File: config.mk
export PLATFORM = sky130hd
export DESIGN_NAME = mem_arbiter
export DESIGN_NICKNAME = d
export VERILOG_FILES = /design/src/rtl/mem_arbiter.sv
export SDC_FILE = /design/constraint.sdc
export NUM_CORES = 1
export LEC_CHECK = 0
export CORE_MARGIN = 2
export CORE_UTILIZATION = 41
export CTS_CLUSTER_SIZE = 25
export DETAILED_ROUTE_END_ITERATION = 16
export GPL_ROUTABILITY_DRIVEN = 0
export PLACE_DENSITY = 0.87
export REMOVE_ABC_BUFFERS = 1
export SETUP_SLACK_MARGIN = 0.2
export SLEW_MARGIN = 20
export SYNTH_ARGS = -nofsm -noshare
export SYNTH_HDL_FRONTEND = slang
export SYNTH_SLANG_ARGS = --single-unit
File: constraint.sdc
create_clock -name clock -period 2.1 [get_ports clock]
set_clock_uncertainty 0.2 [all_clocks]
set_input_delay 0.525 -clock clock [delete_from_list [all_inputs] [get_ports clock]]
set_output_delay 0.525 -clock clock [all_outputs]
set_load 0.005 [all_outputs]
File: src/rtl/mem_arbiter.sv
// Two-port memory arbiter: instruction cache (A) and data cache (B) share one memory port;
// writeback runs before fill under one grant. Define MARB_ROUND_ROBIN_EN for round-robin tie-break.
module mem_arbiter #(
    parameter int ADD_WIDTH  = 12,
    parameter int DATA_WIDTH = 32
) (
    input  logic                  clock,
    input  logic                  reset,
    input  logic                  a_ren,
    input  logic                  a_wen,
    input  logic [ADD_WIDTH-1:0]  a_rd_addr,
    input  logic [ADD_WIDTH-1:0]  a_wr_addr,
    input  logic [DATA_WIDTH-1:0] a_wdata,
    output logic [DATA_WIDTH-1:0] a_rdata,
    output logic                  a_done,
    input  logic                  b_ren,
    input  logic                  b_wen,
    input  logic [ADD_WIDTH-1:0]  b_rd_addr,
    input  logic [ADD_WIDTH-1:0]  b_wr_addr,
    input  logic [DATA_WIDTH-1:0] b_wdata,
    output logic [DATA_WIDTH-1:0] b_rdata,
    output logic                  b_done,
    output logic                  mem_ren,
    output logic                  mem_wen,
    output logic [ADD_WIDTH-1:0]  mem_addr,
    output logic [DATA_WIDTH-1:0] mem_wdata,
    input  logic [DATA_WIDTH-1:0] mem_rdata,
    input  logic                  mem_ack,
    output logic                  busy
);

    typedef enum logic [1:0] {
        IDLE  = 2'd0,
        WRITE = 2'd1,
        READ  = 2'd2,
        DONE  = 2'd3
    } state_t;

    state_t                  state_r;
    state_t                  state_nx_s;
    logic                    owner_r;      // 1'b0 = A, 1'b1 = B
    logic                    ren_r;
    logic [ADD_WIDTH-1:0]    rd_addr_r;
    logic [ADD_WIDTH-1:0]    mem_addr_r;
    logic [DATA_WIDTH-1:0]   mem_wdata_r;
    logic [DATA_WIDTH-1:0]   a_rdata_r;
    logic [DATA_WIDTH-1:0]   b_rdata_r;
    logic                    mem_ren_r;
    logic                    mem_wen_r;
    logic                    a_done_r;
    logic                    b_done_r;
    logic                    busy_r;

    logic                    a_req_s;
    logic                    b_req_s;
    logic                    grant_b_s;
    logic                    start_s;
    logic                    sel_ren_s;
    logic                    sel_wen_s;
    logic [ADD_WIDTH-1:0]    sel_rd_addr_s;
    logic [ADD_WIDTH-1:0]    sel_wr_addr_s;
    logic [DATA_WIDTH-1:0]   sel_wdata_s;

`ifdef MARB_ROUND_ROBIN_EN
    logic                    last_grant_r; // 1'b0 = A, 1'b1 = B

    // Remember the most recent grant so a tie goes to the other port.
    always_ff @(posedge clock) begin
        if (reset) begin
            last_grant_r <= 1'b0;
        end else if (start_s) begin
            last_grant_r <= grant_b_s;
        end else begin
            last_grant_r <= last_grant_r;
        end
    end
`endif

    // Request detection, arbitration and selection of the granted port's request.
    always_comb begin
        a_req_s = a_ren | a_wen;
        b_req_s = b_ren | b_wen;
`ifdef MARB_ROUND_ROBIN_EN
        grant_b_s = b_req_s & (~a_req_s | ~last_grant_r);
`else
        grant_b_s = b_req_s & ~a_req_s;
`endif
        start_s = (state_r == IDLE) & (a_req_s | b_req_s);
        if (grant_b_s) begin
            sel_ren_s     = b_ren;
            sel_wen_s     = b_wen;
            sel_rd_addr_s = b_rd_addr;
            sel_wr_addr_s = b_wr_addr;
            sel_wdata_s   = b_wdata;
        end else begin
            sel_ren_s     = a_ren;
            sel_wen_s     = a_wen;
            sel_rd_addr_s = a_rd_addr;
            sel_wr_addr_s = a_wr_addr;
            sel_wdata_s   = a_wdata;
        end
    end

    // Next-state logic; acks are only honoured in WRITE and READ.
    always_comb begin
        state_nx_s = state_r;
        case (state_r)
            IDLE: begin
                if (start_s) begin
                    state_nx_s = sel_wen_s ? WRITE : READ;
                end else begin
                    state_nx_s = IDLE;
                end
            end
            WRITE: begin
                if (mem_ack) begin
                    state_nx_s = ren_r ? READ : DONE;
                end else begin
                    state_nx_s = WRITE;
                end
            end
            READ: begin
                if (mem_ack) begin
                    state_nx_s = DONE;
                end else begin
                    state_nx_s = READ;
                end
            end
            DONE:    state_nx_s = IDLE;
            default: state_nx_s = IDLE;
        endcase
    end

    // State register.
    always_ff @(posedge clock) begin
        if (reset) begin
            state_r <= IDLE;
        end else begin
            state_r <= state_nx_s;
        end
    end

    // Grant capture, memory address/data, read-data return and registered strobes.
    always_ff @(posedge clock) begin
        if (reset) begin
            owner_r     <= 1'b0;
            ren_r       <= 1'b0;
            rd_addr_r   <= {ADD_WIDTH{1'b0}};
            mem_addr_r  <= {ADD_WIDTH{1'b0}};
            mem_wdata_r <= {DATA_WIDTH{1'b0}};
            a_rdata_r   <= {DATA_WIDTH{1'b0}};
            b_rdata_r   <= {DATA_WIDTH{1'b0}};
            mem_ren_r   <= 1'b0;
            mem_wen_r   <= 1'b0;
            a_done_r    <= 1'b0;
            b_done_r    <= 1'b0;
            busy_r      <= 1'b0;
        end else begin
            if (start_s) begin
                owner_r     <= grant_b_s;
                ren_r       <= sel_ren_s;
                rd_addr_r   <= sel_rd_addr_s;
                mem_addr_r  <= sel_wen_s ? sel_wr_addr_s : sel_rd_addr_s;
                mem_wdata_r <= sel_wdata_s;
            end else if ((state_r == WRITE) && mem_ack && ren_r) begin
                mem_addr_r  <= rd_addr_r;
            end else begin
                mem_addr_r  <= mem_addr_r;
            end
            if ((state_r == READ) && mem_ack && !owner_r) begin
                a_rdata_r <= mem_rdata;
            end else if ((state_r == READ) && mem_ack && owner_r) begin
                b_rdata_r <= mem_rdata;
            end else begin
                a_rdata_r <= a_rdata_r;
            end
            // Strobes and done are decoded from the next state so they line up with it.
            mem_wen_r <= (state_nx_s == WRITE);
            mem_ren_r <= (state_nx_s == READ);
            busy_r    <= (state_nx_s != IDLE);
            a_done_r  <= (state_nx_s == DONE) & ~owner_r;
            b_done_r  <= (state_nx_s == DONE) & owner_r;
        end
    end

    assign a_rdata   = a_rdata_r;
    assign b_rdata   = b_rdata_r;
    assign a_done    = a_done_r;
    assign b_done    = b_done_r;
    assign mem_ren   = mem_ren_r;
    assign mem_wen   = mem_wen_r;
    assign mem_addr  = mem_addr_r;
    assign mem_wdata = mem_wdata_r;
    assign busy      = busy_r;

endmodule

==> results of run 1 <==
-- registers in the layout (all words and copies together) (netlist names) --
register and count:
a_done 1, a_rdata 32, b_done 1, b_rdata 32, busy 1, mem_addr 12
mem_ren 1, mem_wdata 32, mem_wen 1, owner_r 1, rd_addr_r 12, ren_r 1
state_r 2
-- cells by family after synthesis --
logic type / share of synthesized area [%]
simple gates: 22.88
buf+inv: 5.397
compound gates: 24.32
flops: 47.40
-- metal layers --
metal,global-route usage [%],vias up
li1,-,2967
met1,29.53,2795
met2,43.50,281
met3,7.328,50
met4,12.13,0
met5,0,-
-- per-stage QoR --
stage	util, %	hold slack, ps	cells
2_1_floorplan	-	246.7	633
3_3_place_gp	65.63	240.5	1122
3_5_place_dp	65.63	245.6	1122
4_1_cts	69.76	197.3	1155
5_1_grt	70.12	204.0	1156
6_report	70.12	219.8	1156
-- area by class of cell --
type	instances	area [um^2]	share of cell area, %
Clock buffer	20	466.7	5.087
Clock inverter	11	127.6	1.391
Inverter	2	7.507	0.08182
Multi-Input combinational cell	502	2641	28.79
Sequential cell	129	2604	28.38
Tap cell	176	220.2	2.400
Timing Repair Buffer	316	3108	33.87
-- cell usage after synthesis (all sizes together) --
master,number
nor3,27
nor2,63
inv,2
or2,3
a31o,1
nand2b,2
a21oi,65
nor3b,1
a21o,12
a211oi,2
clkbuf,38
nand3b,1
a311oi,45
a2111oi,1
dfxtp,129
a21boi,12
nor4,1
nand3,14
buf,25
o21ai,71
nand2,162
nand4b,1
and3,13
nor2b,4
o31ai,1
-- report_power, final --
group          leakage (nW)  switching [W]  internal [W]
sequential             1.06       0.000164       0.00272
combinational          2.50       0.000822      0.000953
clock                 0.285        0.00108       0.00184
total                  3.85        0.00207       0.00552
-- worst max-delay path, delay by kind of cell --
family | cells | cell delay [ps]
AOI/OAI and AO/OA | 1 | 60
buffers and inverters | 4 | 740
and+or+nand+nor | 3 | 580
-- path summary, 6_finish.rpt --
| path | slack, ps | cells past startpoint | to |
|---|---|---|---|
| worst max-delay path | 260 | 8 | mem_wdata[22] |
| worst min-delay path | 220 | 2 | b_rdata[3] |
| worst max register to register | 430 | 5 | b_rdata[1] |
| worst min register to register | 250 | 2 | b_rdata[25] |
-- repair_timing --
action,4_1_cts,5_1_grt
pin swaps,3,3
setup buffers,1,1
endpoints found under the setup margin,171,38
gates resized for setup,141,9
cloned,1,0
==> summary.md, run 1 <==
| Metric | Value |
|---|---|
| Crit-path slowest cell | `nor4_4` |
| Final period utilization | `a little under 90%` |
| Crit path max fanout | `17` |
| Avg Inst Size Synth | `approximately 8 um^2` |
| Antenna cells | `0` |
| Worst VDD drop | `0.5195 mV` |
| Initial DRC count | `472` |
| Yosys reg bits | `129` |
| Pwr Total | `0.007588 W` |
| CTS root buffer | `clkbuf_16` |
| Worst Tran Pin Value | `340.8 ps` |
| Critical Path Source | `a_ren` |
| Synth Cell Area | `5448 um^2` |
| CTS tree | `done` |
| Die Wd | `119.3 um` |
| Final WS setup | `between 200 and 300 ps` |
| Boundary Pins | `approximately 260` |
| HP Start | `reset` |
| Hold-fix buffers at CTS | `0` |
| Die area | `between 10,000 and 15,000 um^2` |
| Vias in the first global route | `5,885` |
| Total GRT Usage | `about a quarter` |
| Clk slew on worst S/H paths | `about 60 ps` |
| WS Path Type | `in2reg` |
| H-tree depth | `4` |
| First drt pass iteration count | `6` |
| Post-DP HPWL | `12.68 mm` |
| Startpoint types | `input port` |
| Via count | `between 6,000 and 7,000` |
| Synth unique cells | `36` |
| Required time of the critical path | `2180 ps` |
| Initial antenna violation count | `0` |
| Met2 WL | `about 8.9 mm` |
| IO Port Bufs | `263` |
| Clk_lat worst skew | `410 ps` |
| Area contributors post-synth | `dfxtp_1 (47%), nand2_1 (11%), a311oi_1 (7.2%), a21oi_1 (6.0%), o21ai_0 (4.8%)` |
| Crit path largest cell delay | `370 ps` |
| Area Growth Syn to Fin | `68.42%` |
| Share of cells above drive strength 1 | `12.45%` |
| Top Layer Used | `met4` |
| Power density cells | `827.0 nW/um^2` |
| Most used cells in the layout excluding fill and tap cells | `nand2_1 (162), clkdlybuf4s50_1 (145), dlygate4sd2_1 (117)` |
| Rows | `42` |
| Fill cells | `approximately 1,000` |
| CP endpoint kind | `register` |
| YS warnings | `0` |
| Critical register-to-register path startpoint | `state_r[1]` |
| Largest net degree at the start of global routing | `between 70 and 80` |
| Setup Viol. Count Final | `0` |
| Gr ovfl total | `0` |
| Via density | `5.271` |
| Clk sinks | `129` |
| First-pass GRT wire length | `a little under 30 mm` |
| TNS Setup | `0 ps` |
| Final Cell Area | `9175 um^2` |
| Final hold vios | `0` |
| DR WL/cell | `15.84 um` |
| RSZ-0062 raised after global routing | `yes` |
| Leading area contributor after synthesis | `dfxtp_1` |
| Status | `complete, no violations` |
| Worst Path Arrival | `~1900 ps` |
| Final slew viol count | `0` |
| Area after DPL | `~8600 um^2` |
| Drt drc | `0` |
| Post-route ant nets | `0` |
| Max-Cap Viols | `0` |
| Area share of the leading cell type in the synthesized netlist | `between 40% and 50%` |
| Pre-CTS setup slack | `-353.6 ps` |
| Cells after Synth | `696` |
| Commonest non-fill, non-tap cell in the layout | `nand2_1` |
| Worst rel slew slack | `a little under 80%` |
| WL met1 | `between 7 and 8 mm` |
| Final wirelength | `18.31 mm` |
| Total CTS buffers | `17` |
| Most numerous cell on the critical path | `buf_4` |
| Final Net Count | `1,119` |
| Die Ht | `119.3 um` |
| HP Class | `in2reg` |
| Pleak | `3.847 nW` |
| WL met3 | `1.574 mm` |
| Min Tclk post-route | `1839 ps` |
| Core Area | `between 10,000 and 15,000 um^2` |
| Sequential share of the synthesized area | `47.40%` |
| Initial Util | `41.63%` |
| Ordered cell list for the critical path | `dlygate4sd2_1 -> buf_4 -> nor4_4 -> nor3_4 -> buf_4 -> buf_12 -> nor2_1 -> a311oi_2` |
| CTS max path bufs | `2` |
| Max Clk Rate | `0.5436 GHz` |
No activity file was read; power rests on OpenSTA's default activity.
==> run 2, diff against run 1 <==
--- a/config.mk
+++ b/config.mk
@@ -5,12 +5,13 @@
 export SDC_FILE = /design/constraint.sdc
 export NUM_CORES = 1
 export LEC_CHECK = 0
-export CORE_MARGIN = 2
-export CORE_UTILIZATION = 41
+export CORE_AREA = 2 2 102 104
 export CTS_CLUSTER_SIZE = 25
 export DETAILED_ROUTE_END_ITERATION = 16
+export DIE_AREA = 0 0 104 106
+export DONT_BUFFER_PORTS = 1
 export GPL_ROUTABILITY_DRIVEN = 0
-export PLACE_DENSITY = 0.87
+export PLACE_DENSITY = 0.76
 export REMOVE_ABC_BUFFERS = 1
 export SETUP_SLACK_MARGIN = 0.2
 export SLEW_MARGIN = 20
==> run 2 against run 1 <==
Design area fell by 32%. Total power down 9.0%. Non-clock buffer count shrank 298. First-iteration DRC count fell by 20%. Setup slack gained 35 ps. The run now ends with negative hold slack left. Sequential cell count unchanged. Sequential share of layout area is 13 points higher. Via count is 18% lower. Die area decreased by 23%. Critical endpoint is now mem_wdata[17]. Sequential power grew 2%. Maximum frequency grew 1.9%. Largest cell class is now multi-input gates.
==> summary.md, run 2 (same netlist as run 1, synthesis figures left out) <==
| Metric | Value |
|---|---|
| Status | `complete, but fails checks` |
| Failing checks | `negative hold slack` |
| Commonest non-fill, non-tap cell in the layout | `nand2_1` |
| Hold-fix buffers at CTS | `1` |
| Boundary Pins | `264` |
| Gr ovfl total | `0` |
| CTS root buffer | `clkbuf_8` |
| R2R Setup Slk | `a little under 300 ps` |
| Area Growth Syn to Fin | `13.85%` |
| Critical register-to-register path startpoint | `state_r[0]` |
| Final slew viol count | `0` |
| Most used cells in the layout excluding fill and tap cells | `nand2_1 (162), dfxtp_1 (128), a21oi_1 (65)` |
| Final hold vios | `between 100 and 150` |
| Total GRT Usage | `26.57%` |
| Pleak | `2.171 nW` |
| Initial DRC count | `approximately 380` |
| Crit path largest cell delay | `390 ps` |
| FF-to-FF End | `mem_wdata[17]` |
| First-pass GRT wire length | `between 20 and 25 mm` |
| Vias in the first global route | `4,659` |
| Worst Tran Pin Value | `around 430 ps` |
| Worst Hold Margin | `-108.2 ps` |
| Max Clk Rate | `roughly 0.55 GHz` |
| Final Net Count | `between 800 and 900` |
| Initial Util | `54.48%` |
| Clk sinks | `about 130` |
| Clk slew on worst S/H paths | `60 ps` |
| Worst VDD drop | `roughly 0.52 mV` |
| Setup Buffers After CTS | `0` |
| Clk_lat worst skew | `approximately 500 ps` |
| CP endpoint kind | `register` |
| RSZ-0062 raised after global routing | `no` |
| Total CTS buffers | `17` |
| Path depth of the worst reg2reg path | `5` |
| IO Port Bufs | `0` |
| Critical Path Source | `state_r[0]` |
| Setup Viol. Count Final | `0` |
| Rows | `37` |
| Power density cells | `1113 nW/um^2` |
| Crit-path slowest cell | `dfxtp_1` |
| Startpoint types | `register` |
| DP Cell Count | `786` |
| Crit path max fanout | `between 70 and 80` |
| Post-DP HPWL | `9.766 mm` |
| Largest net degree at the start of global routing | `127` |
| Core Area | `10000 um^2` |
| TNS Setup | `0 ps` |
| Share of cells above drive strength 1 | `8.944%` |
| Final cell count without fillers | `a little over 800` |
| Final WS setup | `between 200 and 300 ps` |
| First drt pass iteration count | `5` |
| Post-route ant nets | `0` |
| Required time of the critical path | `2300 ps` |
| Worst Path Arrival | `about 2000 ps` |
| CTS tree | `done` |
| Final wirelength | `roughly 15 mm` |
| Via density | `6.070` |
| Die area | `11,020 um^2` |
| WS Path Type | `reg2reg` |
| H-tree depth | `4` |
| Ordered cell list for the critical path | `buf_4 -> nor3_4 -> buf_12 -> nor2_1 -> a311oi_1` |
| Pre-CTS setup slack | `just over 80 ps` |
| Min Tclk post-route | `1805 ps` |
| Final period utilization | `85.94%` |
| Via count | `4,971` |
| Worst rel slew slack | `about 70%` |
| Initial antenna violation count | `2` |
| HP Class | `in2reg` |
| Die Ht | `106 um` |
| Die Wd | `between 100 and 150 um` |
| Final Core Density | `62.02%` |
| Worst Setup EP | `mem_wdata[17]` |
| Drt drc | `0` |
| CTS max path bufs | `2` |
| Max-Cap Viols | `0` |
| DR WL/cell | `17.99 um` |
run 2: cell type report:
| cell class | instances | area, um^2 |
|---|---|---|
| Clock inverter | 13 | 185.2 |
| Timing Repair Buffer | 18 | 237.7 |
| Inverter | 2 | 7.507 |
| Tap cell | 136 | 170.2 |
| Multi-Input combinational cell | 502 | 2587 |
| Antenna cell | 1 | 2.502 |
| Fill cell | 854 | 3797 |
| Sequential cell | 129 | 2584 |
| Clock buffer | 18 | 427.9 |
run 2: report_power, final:
part           internal, W  switching, W
registers          0.00272      0.000228
logic             0.000391      0.000552
clock network      0.00196       0.00106
run 2: routing by layer:
layer / global-route usage, % / up-vias / part of all wire [%]
li1: - / 2369 / -
met4: 11.20 / 2 / 2.4
met3: 10.18 / 34 / 11
met5: 0 / - / 0.075
met1: 31.25 / 2277 / 38
met2: 43.56 / 289 / 49
run 2: worst max-delay path, delay by kind of cell (launching register included):
family | cells | cell delay (ps)
DFF | 1 | 390
and+or+nand+nor | 2 | 310
AOI/OAI and AO/OA | 1 | 260
buffers and inverters | 2 | 490
run 2: repair_timing:
item	in CTS	in global routing
hold endpoints to repair	125	124
setup endpoints to repair	14	36
gates resized for setup	2	1
run 2: worst min-delay path by stage:
stage / endpoint / startpoint / slack, ps / cells after the start
after global routing: mem_wdata[15] / reset / -140 / 1
after CTS: mem_wdata[15] / reset / -130 / 1
after floorplan: a_rdata[0] / a_rdata[0] / 250 / 2
after global placement: b_rdata[11] / b_rdata[11] / 260 / 2
after detailed placement: a_rdata[5] / a_rdata[5] / 260 / 2
final: mem_wdata[15] / reset / -110 / 1
run 2: stage by stage:
| step | power, W | instance area, um^2 |
|---|---|---|
| after global placement | 0.003870 | 5568 |
| after CTS | 0.006945 | 6198 |
| after floorplan | 0.003595 | 5161 |
| after detailed placement | 0.003920 | 5568 |
| after global routing | 0.007206 | 6202 |
| final | 0.006904 | 6202 |
==> run 3, diff against run 2 <==
--- a/config.mk
+++ b/config.mk
@@ -5,13 +5,13 @@
 export SDC_FILE = /design/constraint.sdc
 export NUM_CORES = 1
 export LEC_CHECK = 0
-export CORE_AREA = 2 2 102 104
+export CORE_MARGIN = 2
+export CORE_UTILIZATION = 57
 export CTS_CLUSTER_SIZE = 25
 export DETAILED_ROUTE_END_ITERATION = 16
-export DIE_AREA = 0 0 104 106
 export DONT_BUFFER_PORTS = 1
 export GPL_ROUTABILITY_DRIVEN = 0
-export PLACE_DENSITY = 0.76
+export PLACE_DENSITY = 0.81
 export REMOVE_ABC_BUFFERS = 1
 export SETUP_SLACK_MARGIN = 0.2
 export SLEW_MARGIN = 20
==> constraint.sdc (replaced) <==
create_clock -name clock -period 1.4 [get_ports clock]
set_clock_uncertainty 0.2 [all_clocks]
set_input_delay 0.35 -clock clock [delete_from_list [all_inputs] [get_ports clock]]
set_output_delay 0.35 -clock clock [all_outputs]
set_load 0.005 [all_outputs]
==> run 3 against run 2 <==
Combinational power rose to 3.0 times the previous value. Highest routed layer is now met4. Via count rose by 14%. First-iteration DRC count fell by 9.2%. Largest cell class unchanged. Wire length rose by 33%. The run ends with negative hold slack, negative setup slack left. Total power rose by 69%. Setup slack got worse by 640 ps.
==> summary.md, run 3 (same netlist as run 1, synthesis figures left out) <==
| Metric | Value |
|---|---|
| Vias in the first global route | `5,549` |
| Initial Util | `roughly three fifths` |
| First-pass GRT wire length | `around 27 mm` |
| Clk slew on worst S/H paths | `70 ps` |
| Total CTS buffers | `17` |
| Die Wd | `101.8 um` |
| Initial DRC count | `344` |
| Min Tclk post-route | `between 1500 and 2000 ps` |
| Required time of the critical path | `approximately 1600 ps` |
| Core Area | `9240 um^2` |
| Crit path largest cell delay | `410 ps` |
| Area Growth Syn to Fin | `43.18%` |
| CTS max path bufs | `2` |
| CP endpoint kind | `register` |
| Ordered cell list for the critical path | `buf_4 -> nor2b_4 -> and3_4 -> buf_6 -> buf_16 -> nand2_1 -> a21oi_2` |
| Crit path max fanout | `8` |
| Share of cells above drive strength 1 | `between 40% and 50%` |
| Worst Tran Pin Value | `449.1 ps` |
| Worst Path Arrival | `1980 ps` |
| Die area | `10,360 um^2` |
| Pleak | `2.756 nW` |
| Initial antenna violation count | `1` |
| Rows | `35` |
| Final Net Count | `882` |
| Most used cells in the layout excluding fill and tap cells | `nand2_1 (152), dfxtp_2 (104), o21ai_0 (47)` |
| Max-Cap Viols | `0` |
| IO Port Bufs | `0` |
| Post-DP HPWL | `10.80 mm` |
| Commonest non-fill, non-tap cell in the layout | `nand2_1` |
| Failing checks | `negative hold slack, negative setup slack` |
| Power density cells | `1492 nW/um^2` |
| RSZ-0062 raised after global routing | `yes` |
| TNS Setup | `-31,640 ps` |
| Max Clk Rate | `~0.57 GHz` |
| Via density | `6.502` |
| Largest net degree at the start of global routing | `approximately 130` |
| Setup Viol. Count Final | `170` |
| Via count | `between 5,000 and 6,000` |
| Worst rel slew slack | `approximately 70%` |
| Final period utilization | `124.4%` |
| Worst VDD drop | `1.158 mV` |
| WS Path Type | `reg2reg` |
| Final hold vios | `129` |
| Post-route ant nets | `0` |
| WP buf/inv | `3` |
| Clk sinks | `129` |
| Final slew viol count | `0` |
| Final wirelength | `just under 20 mm` |
| Status | `complete, but fails checks` |
| Final WS setup | `-341.8 ps` |
| Crit-path slowest cell | `dfxtp_4` |
| CTS root buffer | `clkbuf_8` |
| H-tree depth | `4` |
| Cell family with most CP delay | `simple AND/OR/NAND/NOR gates` |
| Die Ht | `just over 100 um` |
| Startpoint types | `register` |
| Gr ovfl total | `0` |
| Fill cells | `roughly 500` |
| Boundary Pins | `264` |
| Drt drc | `0` |
| CTS tree | `done` |
| HP Class | `in2reg` |
| Worst Hold Margin | `-298.9 ps` |
| Pre-CTS setup slack | `-424.6 ps` |
| Total GRT Usage | `about a third` |
| Clk_lat worst skew | `500 ps` |
| First drt pass iteration count | `5` |
| DR WL/cell | `22.48 um` |
[run 3: cell count changes in the layout (fill, tap and decap cells not counted), moves of 25 or more]
| cell | delta |
|---|---|
| dfxtp_1 | -114 |
| dfxtp_2 | +103 |
| nor2_1 | -38 |
| a21oi_1 | -32 |
| a21oi_2 | +31 |
| nor2_2 | +25 |
[run 3: repair_timing]
action,4_1_cts,5_1_grt
resized for setup,199,109
pin swaps,44,47
endpoints found under the setup margin,242,242
gates cloned,9,5
endpoints found under the hold margin,129,129
setup buffers,15,3
[run 3: area by class of cell]
type | instances | area [um^2] | share of cell area (%)
Antenna cell | 1 | 2.502 | 0.03208
Clock inverter | 14 | 140.1 | 1.797
Inverter | 2 | 7.507 | 0.09625
Multi-Input combinational cell | 502 | 3156 | 40.46
Clock buffer | 18 | 427.9 | 5.486
Timing Repair Buffer | 79 | 1151 | 14.76
Tap cell | 129 | 161.4 | 2.069
Sequential cell | 129 | 2754 | 35.31
[run 3: worst paths after layout]
check	from	endpoint	slack, ps	cells past startpoint
setup / recovery	state_r[1]	b_rdata[18]	-340	7
hold / removal	reset	b_rdata[27]	-300	1
setup reg to reg	state_r[1]	b_rdata[18]	-340	7
hold reg to reg	a_rdata[11]	a_rdata[11]	270	2
[run 3: where the power goes]
part / total, W / internal, W / switching (W)
Clock: 0.00426 / 0.00245 / 0.00181
Combinational: 0.00280 / 0.00144 / 0.00136
Sequential: 0.00458 / 0.00416 / 0.000423
[run 3: routing by layer]
layer  track usage, %  vias up  routed length [um]
met2            61.49      414               10140
met1            33.68     2686                6501
met4            18.40        0                 882
met3            11.46       83                2125
li1                 -     2500                   -
met5                0        -                   0
[run 3: metrics by stage]
stage / area [um^2] / std cells / total power (W) / utilization (%) / hold slack [ps]
after CTS: 7257 / 865 / 0.01113 / 78.54 / -312.0
after detailed placement: 5859 / 809 / 0.006064 / 63.41 / 229.1
after global placement: 5859 / 809 / 0.005967 / 63.41 / 225.5
after floorplan: 5161 / 633 / 0.005393 / - / 219.1
after global routing: 7800 / 874 / 0.01205 / 84.41 / -328.8
final: 7800 / 874 / 0.01163 / 84.41 / -298.9
